**config.mk**
```make
export PLATFORM = sky130hd
export DESIGN_NAME = branch_predict_unit
export DESIGN_NICKNAME = d
export VERILOG_FILES = /design/src/rtl/branch_predict_unit.sv
export SDC_FILE = /design/constraint.sdc
export NUM_CORES = 2
export LEC_CHECK = 0
export CORE_ASPECT_RATIO = 0.7
export CORE_UTILIZATION = 50
export DETAILED_ROUTE_END_ITERATION = 12
export DONT_BUFFER_PORTS = 1
export PLACE_DENSITY = 0.64
export RECOVER_POWER = 100
export SYNTH_ARGS = -nofsm -noshare
export SYNTH_HDL_FRONTEND = slang
export SYNTH_SLANG_ARGS = --single-unit
export TNS_END_PERCENT = 5
```
**constraint.sdc**
```tcl
create_clock -name clk -period 5.56 [get_ports clk]
set_input_delay 0.834 -clock clk [delete_from_list [all_inputs] [get_ports clk]]
set_output_delay 0.834 -clock clk [all_outputs]
set_load 0.005 [all_outputs]
```
**src/rtl/branch_predict_unit.sv**
```systemverilog
`default_nettype none
// ============================================================================
// branch_predict_unit : IF-stage 2-bit/BTB predictor with ID-stage resolve,
//                       mispredict redirect, training and branch statistics.
// Revision 1.0
// ============================================================================
module branch_predict_unit #(
  parameter int ISA_WIDTH   = 32,
  parameter int INDEX_WIDTH = 4,
  parameter int STAT_WIDTH  = 32
) (
  input  logic                  clk,
  input  logic                  rst_n,
  input  logic [ISA_WIDTH-1:0]  if_pc,
  input  logic                  if_valid,
  input  logic                  id_stall,
  input  logic                  id_flush,
  input  logic                  id_is_branch,
  input  logic                  condition_satisfied,
  input  logic [ISA_WIDTH-1:0]  id_branch_target,
  output logic                  pred_taken_if,
  output logic [ISA_WIDTH-1:0]  pred_target_if,
  output logic                  redirect_valid,
  output logic [ISA_WIDTH-1:0]  redirect_pc,
  output logic [STAT_WIDTH-1:0] branch_count,
  output logic [STAT_WIDTH-1:0] mispredict_count
);

  localparam int ENTRIES   = 1 << INDEX_WIDTH;
  localparam int TAG_WIDTH = ISA_WIDTH - INDEX_WIDTH - 2;

  logic [1:0]           ctr    [ENTRIES];
  logic [ENTRIES-1:0]   tbl_valid;
  logic [TAG_WIDTH-1:0] tag    [ENTRIES];
  logic [ISA_WIDTH-1:0] target [ENTRIES];

  logic                 id_valid;
  logic [ISA_WIDTH-1:0] id_pc;
  logic                 id_pred_taken;
  logic [ISA_WIDTH-1:0] id_pred_target;

  logic [INDEX_WIDTH-1:0] lk_idx;
  logic [TAG_WIDTH-1:0]   lk_tag;
  logic                   lk_hit;
  logic [INDEX_WIDTH-1:0] upd_idx;
  logic [TAG_WIDTH-1:0]   upd_tag;
  logic                   resolve;
  logic                   mispredict;
  logic                   unused_pc_bits;

  assign lk_idx  = if_pc[INDEX_WIDTH+1:2];
  assign lk_tag  = if_pc[ISA_WIDTH-1:INDEX_WIDTH+2];
  assign upd_idx = id_pc[INDEX_WIDTH+1:2];
  assign upd_tag = id_pc[ISA_WIDTH-1:INDEX_WIDTH+2];
  assign unused_pc_bits = ^{if_pc[1:0], id_pc[1:0]};

  // Lookup reads the registered table, so a same-cycle update is not bypassed.
  assign lk_hit         = if_valid & tbl_valid[lk_idx] & (tag[lk_idx] == lk_tag);
  assign pred_taken_if  = lk_hit & ctr[lk_idx][1];
  assign pred_target_if = lk_hit ? target[lk_idx] : '0;

  assign resolve    = id_valid & id_is_branch & ~id_stall;
  assign mispredict = resolve &
                      ((condition_satisfied != id_pred_taken) |
                       (condition_satisfied & id_pred_taken &
                        (id_branch_target != id_pred_target)));

  assign redirect_valid = mispredict;
  assign redirect_pc    = !mispredict          ? '0 :
                          condition_satisfied  ? id_branch_target :
                                                 id_pc + ISA_WIDTH'(4);

  always_ff @(posedge clk or negedge rst_n) begin
    if (!rst_n) begin
      id_valid       <= 1'b0;
      id_pc          <= '0;
      id_pred_taken  <= 1'b0;
      id_pred_target <= '0;
    end else if (redirect_valid || id_flush) begin
      id_valid       <= 1'b0;
      id_pc          <= '0;
      id_pred_taken  <= 1'b0;
      id_pred_target <= '0;
    end else if (!id_stall) begin
      id_valid       <= if_valid;
      id_pc          <= if_pc;
      id_pred_taken  <= pred_taken_if;
      id_pred_target <= pred_target_if;
    end
  end

  // A taken branch that lands on a foreign or empty entry claims it weakly taken.
  always_ff @(posedge clk or negedge rst_n) begin
    if (!rst_n) begin
      tbl_valid <= '0;
      for (int i = 0; i < ENTRIES; i++) begin
        ctr[i]    <= 2'b01;
        tag[i]    <= '0;
        target[i] <= '0;
      end
    end else if (resolve) begin
      if (condition_satisfied) begin
        if (!tbl_valid[upd_idx] || (tag[upd_idx] != upd_tag)) begin
          ctr[upd_idx] <= 2'b10;
        end else if (ctr[upd_idx] != 2'b11) begin
          ctr[upd_idx] <= ctr[upd_idx] + 2'd1;
        end
        tbl_valid[upd_idx] <= 1'b1;
        tag[upd_idx]       <= upd_tag;
        target[upd_idx]    <= id_branch_target;
      end else if (ctr[upd_idx] != 2'b00) begin
        ctr[upd_idx] <= ctr[upd_idx] - 2'd1;
      end
    end
  end

  always_ff @(posedge clk or negedge rst_n) begin
    if (!rst_n) begin
      branch_count     <= '0;
      mispredict_count <= '0;
    end else begin
      if (resolve && (branch_count != '1)) begin
        branch_count <= branch_count + STAT_WIDTH'(1);
      end
      if (mispredict && (mispredict_count != '1)) begin
        mispredict_count <= mispredict_count + STAT_WIDTH'(1);
      end
    end
  end

endmodule
`default_nettype wire

```
---- Word-level counts from Yosys, hierarchy flattened ----
Cells that the tools add are included.
operators by class
  add/sub/neg operators ................... 5
  $lt $le $gt $ge ......................... 6
  eq/ne operators ......................... 9
  mux-type cells .......................... 46
  bitwise gates (word level) .............. 16
  reduce and logical (&&, ||, !) cells .... 11
operators by type and width
  kind                                                                  number
  512-bit bitwise mux                                                   1
  32-bit 2-to-1 mux                                                     14
  416-bit bitwise mux                                                   1
  26-bit binary-select mux with 4-bit select                            2
  26-bit 2-to-1 mux                                                     5
  32-bit binary-select mux with 4-bit select                            1
  32-bit demux with 4-bit select                                        1
  26-bit demux with 4-bit select                                        1
  32-bit by 1-bit adder with 32-bit output, second input constant       2
  32-bit bitwise mux                                                    2
  32-bit inequality test, second input constant                         2
  32-bit by 3-bit adder with 32-bit output, second input constant       1
  32-bit inequality test                                                1
  16-bit bitwise OR                                                     2
  26-bit == test                                                        1
  26-bit inequality test                                                1
  16-bit AND                                                            1
  2-bit binary-select mux with 4-bit select                             2
  16-bit inverter                                                       1
  5-bit greater-or-equal comparator, second input constant              2
  4-bit by 5-bit < comparator with 1-bit output, second input constant  2
  2-bit 2-to-1 mux                                                      5
  4-bit inverter with 5-bit output                                      2
  1-bit AND                                                             8
  other kinds (20)                                                      32
storage, ports and cells
  flip-flop bits (word level) ............. 1106

---- Logic depth before layout (Yosys ltp) ----
  word-level depth ........................ 9
  depth in mapped cells ................... 18

---- Worst setup path after synthesis ----
Ideal clock, no wire load.
  path kind ............................... input to output
  start point ............................. input if_pc[2]
  end point ............................... output pred_taken_if
  arrival time ............................ 3.781 ns
  required time ........................... 4.726 ns
  slack ................................... 0.945 ns
  stages on the path ...................... 8
  path buffers ............................ 5
  path through ............................ clkbuf_1 buf_2 clkbuf_1 buf_1 buf_1 mux4_2 mux4_2 nor2b_1
on the way
  longest elaborated chain between the ends .. 7
  elaborated cells on any way between the ends .. 13
ends and longest elaborated chain
  item                                                    line    source
  start, declared                                         14      input logic [ISA_WIDTH-1:0] if_pc,
  4-bit inverter with 5-bit output (implied by the code)  58, 59
  26-bit binary-select mux with 4-bit select              58      assign lk_hit = if_valid & tbl_valid[lk_idx] & (tag[lk_idx] == lk_tag);
  26-bit 2-to-1 mux (implied by the code) (2 in a row)    58
  26-bit == test                                          58
  1-bit AND                                               58
  1-bit AND *                                             59      assign pred_taken_if = lk_hit & ctr[lk_idx][1];
  end, declared                                           21      output logic pred_taken_if,
Mark *: on every way between the ends. The rest lies on a longest branch, timed or not. The select of a mux whose other input is x is not followed.

---- Final worst setup path ----
  start point ............................. register id_pc[2]
  end point ............................... register target[22] (netlist name)
on the way
  longest elaborated chain between the ends .. 6
  elaborated cells on any way between the ends .. 7
ends and longest elaborated chain
  item                                                                                                                             line  source
  start, declared                                                                                                                  38    logic [ISA_WIDTH-1:0] id_pc;
  start signal, assigned                                                                                                           86    id_pc <= if_pc;
  4-bit inverter with 5-bit output (implied by the code) *                                                                         110   target[upd_idx] <= id_branch_target;
  5-bit greater-or-equal comparator (implied by the code) / 5-bit by 1-bit < comparator with 1-bit output (equally long branches)  110
  1-bit logical AND (implied by the code)                                                                                          110
  32-bit 2-to-1 mux (implied by the code)                                                                                          110
  32-bit demux with 4-bit select *                                                                                                 110
  512-bit bitwise mux *                                                                                                            110
  end signal, assigned by index                                                                                                    110
  end, declared                                                                                                                    35    logic [ISA_WIDTH-1:0] target [ENTRIES];
Mark *: on every way between the ends. The rest lies on a longest branch, timed or not.
A chain may end at the register's enable or synchronous reset.

==> impl_results.rst <==
.. list-table::
   :header-rows: 1

   * - Metric
     - Value
   * - Run status
     - finished with violations
   * - Violated checks
     - DRC, capacitance limit, slew limit
   * - Layout net count
     - 3904
   * - Fraction of final layout cells with drive strength greater than 1
     - 0.342
   * - H-tree Lvls
     - 3
   * - Worst clock skew
     - 22.7 ps
   * - Actual slew at the worst max-slew pin
     - approximately 3400 ps
   * - Period utilisation layout
     - 0.969
   * - Register bit count reported by yosys
     - ~1.1k
   * - Placement Rows
     - 100
   * - Flip-flop cell with the highest count after synthesis
     - dfrtp_1
   * - Starting Density
     - 0.508
   * - Maximum VDD drop
     - between 0.0002 and 0.00025 V
   * - PwrDens
     - roughly 290 nW/µm²
   * - Syn Inst Count
     - 4022
   * - GRT Residual Overflow
     - 0
   * - Core Area
     - 107000 µm²
   * - Total I/O pin count
     - roughly 200
   * - CTS tree
     - built
   * - Category of the most critical setup path
     - reg2reg
   * - Final estimated routing congestion in global placement
     - 0.925
   * - Post-synthesis sequential area ratio
     - 0.509
   * - Most common cell after layout, fill and taps aside
     - dfrtp_1
   * - Vias after detailed routing
     - 34.8k
   * - Number of sinks handled by clock tree synthesis
     - 1106
   * - Type of element launching the critical path
     - register
   * - Via/cell ratio
     - ~6.5
   * - Distinct cell type count of the synthesized netlist
     - 65
   * - Number of buffers created by CTS
     - roughly 110
   * - Kind of capture point of the worst setup path
     - register
   * - Total routing resource utilization after global routing
     - 0.294
   * - Count of max-cap constraint violations
     - 25
   * - Maximum number of buffers from clock root to sink
     - 3
   * - Switching fraction of total power
     - 0.239
   * - Design Power
     - roughly 17 mW
   * - Detail Placement HPWL
     - 94300 µm
   * - Full die area
     - 110000 µm²
   * - Share of flip-flops with an asynchronous set or reset
     - 1.00
   * - Final Slew Violations
     - around 1.5k
   * - DRC viols
     - 84
   * - Total detailed-routing wirelength
     - 160000 µm
   * - Highest achievable clock rate
     - 186 MHz
   * - Filler Cells Inserted
     - 8915
   * - Ordered cell list for the critical path
     - buf_12, ha_1, nand2_1, buf_4, nor2_1, buf_2, mux2_2
   * - Synth Net Count
     - 4102
   * - Final cell utilization of the core
     - 0.549
   * - Type of the worst min-delay path
     - in2reg
   * - Worst max-slew margin expressed relative to the limit
     - -1.29
   * - Clock power frac
     - 0.438
   * - Total setup buffers inserted after CTS
     - 0
   * - Data required time of the worst path
     - just over 6000 ps
   * - Reg-to-reg slack, setup
     - between 150 and 200 ps
   * - Number of antenna violations at the first check in global routing
     - 6
   * - Netlist Area Pre-Place
     - between 50000 and 60000 µm²
   * - Synthesized area per cell
     - 13.5 µm²
   * - Layout overhead on the synthesized area
     - 8.13%
   * - Combinational share of power
     - 0.070
   * - Most used cells in the layout excluding fill and tap cells
     - 1087 x dfrtp_1, 681 x mux2_2, 384 x mux4_2
   * - Initial drt markers
     - 4005
   * - First-pass GRT wire length
     - 239000 µm
   * - Clock Latency Late Sink
     - around 700 ps
   * - Hold Slack
     - around 240 ps
   * - Internal Power
     - about 13 mW
   * - Warnings from Yosys
     - 0
   * - Delay contributed by the slowest stage of the critical path
     - between 1500 and 2000 ps
   * - Setup TNS
     - 0 ps
   * - Largest net degree at the start of global routing
     - approximately 240
   * - Count of final setup violators
     - 0
   * - Worst EP arrival
     - roughly 6000 ps
   * - Number of enable flip-flop cells after synthesis
     - 0
   * - Unrepaired setup endpoints after global routing
     - no
   * - Final Hold Vio Count
     - 0
   * - Number of detailed-route iterations in the first pass
     - 10
   * - Net switching power figure
     - 4.09 mW
   * - P_leak
     - about 27 nW
   * - Root buf cell
     - clkbuf_16
   * - Width of the die
     - between 300 and 400 µm
   * - Die outline height
     - around 280 µm
   * - Clock transition time at the flip-flop clock pins of the worst setup and hold paths
     - 70 ps
   * - Routed wire per std cell
     - between 20 and 30 µm
   * - Post-route antenna net violation count
     - 0
   * - Via count of the first global-routing pass
     - around 34k
   * - Sequential share of power
     - 0.493
   * - Number of input and output port buffers inserted
     - 0
   * - Slowest stage cell on the critical path
     - buf_2
   * - Worst-path maximum fanout
     - 47
   * - Final period demand of the worst path
     - between 5000 and 6000 ps
cells by family (layout without fill, tap and decap cells):
kind of cell | count (synthesis) | after routing | share of synthesized area
buf+inv | 425 | 313 | 0.0316
other cells | 0 | 6 | 0
flops | 1106 | 1106 | 0.509
compound gates | 480 | 480 | 0.0547
fa+ha+maj | 9 | 9 | 0.00207
simple gates | 669 | 669 | 0.0568
mux | 1164 | 1164 | 0.318
xor+xnor | 169 | 169 | 0.0272
worst max-delay path, delay by kind of cell, from the launching register on:
| family | cells | cell delay, ps |
|---|---|---|
| fa+ha+maj | 1 | 250 |
| buf+inv | 3 | 2240 |
| flops | 1 | 570 |
| mux | 1 | 450 |
| simple gates | 2 | 1620 |
timing repair:
action                                  in CTS  in global routing
endpoints found under the hold margin      105                  0
pin swaps                                    0                  0
gates cloned                                 0                  0
endpoints found under the setup margin       1                  1
hold buffers                                 2                  0
gates resized for setup                      1                  1
registers in the layout, summed over array words and instances (netlist names):
register,flops
branch_count,32
ctr,32
id_pc,32
id_pred_taken,1
id_pred_target,32
id_valid,1
mispredict_count,32
tag,416
target,512
tbl_valid,16
final timing paths:
| check | from | end | cells after the start |
|---|---|---|---|
| setup / recovery | id_pc[2] | target[22] | 7 |
| hold / removal | if_pc[15] | id_pc[15] | 1 |
| setup reg to reg | id_pc[2] | target[22] | 7 |
| hold reg to reg | ctr[30] | ctr[30] | 1 |
| max in group asynchronous | rst_n | target[276] | 3 |
| min in group asynchronous | rst_n | tag[19] | 1 |
through the flow:
step           setup slack (ps)  cell area [µm²]  std cells
2_1_floorplan               945            54400       4022
3_3_place_gp                607            55700       5142
3_5_place_dp                605            55700       5142
4_1_cts                     128            59300       5338
5_1_grt                    14.7            58800       5341
6_report                    172            58800       5344
power groups by stage:
stage	Clock, mW	Sequential (mW)	Combinational (mW)
after detailed placement	0	8.58	1.17
after global routing	7.93	8.47	1.28
after CTS	7.60	8.44	1.20
after global placement	0	8.58	1.16
after floorplan	0	8.51	0.916
final	7.51	8.44	1.19
per-layer routing:
metal / vias up / track usage / wire length [µm]
li1: 14400 / - / -
met1: 18600 / 0.440 / 70800
met2: 1511 / 0.419 / 69200
met3: 288 / 0.0800 / 15000
met4: 2 / 0.0842 / 4900
met5: - / 0 / 13
synth_stat cells, types with 4 or more instances:
library cell / count / area (µm²)
o2bb2ai_1: 17 / 149
buf_1: 47 / 176
mux2_1: 9 / 101
mux2i_1: 90 / 901
buf_6: 5 / 56.3
a211oi_1: 4 / 30.0
nand2_1: 345 / 1290
and3_1: 17 / 106
nor3_1: 17 / 85.1
o21ai_1: 5 / 25.0
a22oi_1: 25 / 188
nand3_2: 9 / 90.1
nor2_1: 96 / 360
or3_1: 11 / 68.8
o21ai_0: 266 / 1330
buf_2: 20 / 100
a22o_1: 77 / 674
xnor2_1: 132 / 1160
nor2b_1: 38 / 238
ha_1: 9 / 113
a221oi_1: 8 / 70.1
inv_1: 26 / 97.6
nand2b_1: 18 / 113
nand3_1: 46 / 230
o22ai_1: 7 / 43.8
mux4_2: 384 / 8650
nor4_1: 9 / 56.3
nand4_1: 36 / 225
clkinv_1: 7 / 26.3
buf_4: 16 / 120
mux2_2: 681 / 7670
o2111ai_1: 5 / 43.8
a31oi_1: 5 / 31.3
dfrtp_1: 1090 / 27300
a21oi_1: 37 / 185
clkbuf_1: 304 / 1140
dfstp_2: 16 / 420
xor2_1: 37 / 324
or2_2: 5 / 31.3
and4_1: 10 / 87.6
cell type report:
class | instances | area [µm²] | share of cell area
clock inverter | 33 | 403 | 0.00685
tap | 1428 | 1790 | 0.0304
clock buffer | 161 | 3190 | 0.0542
sequential | 1106 | 27700 | 0.471
antenna | 6 | 15.0 | 0.000255
timing repair buffer | 86 | 603 | 0.0103
multi-input combinational | 2491 | 25000 | 0.425
inverter | 33 | 124 | 0.00211
No activity file was read; power rests on OpenSTA's default activity.
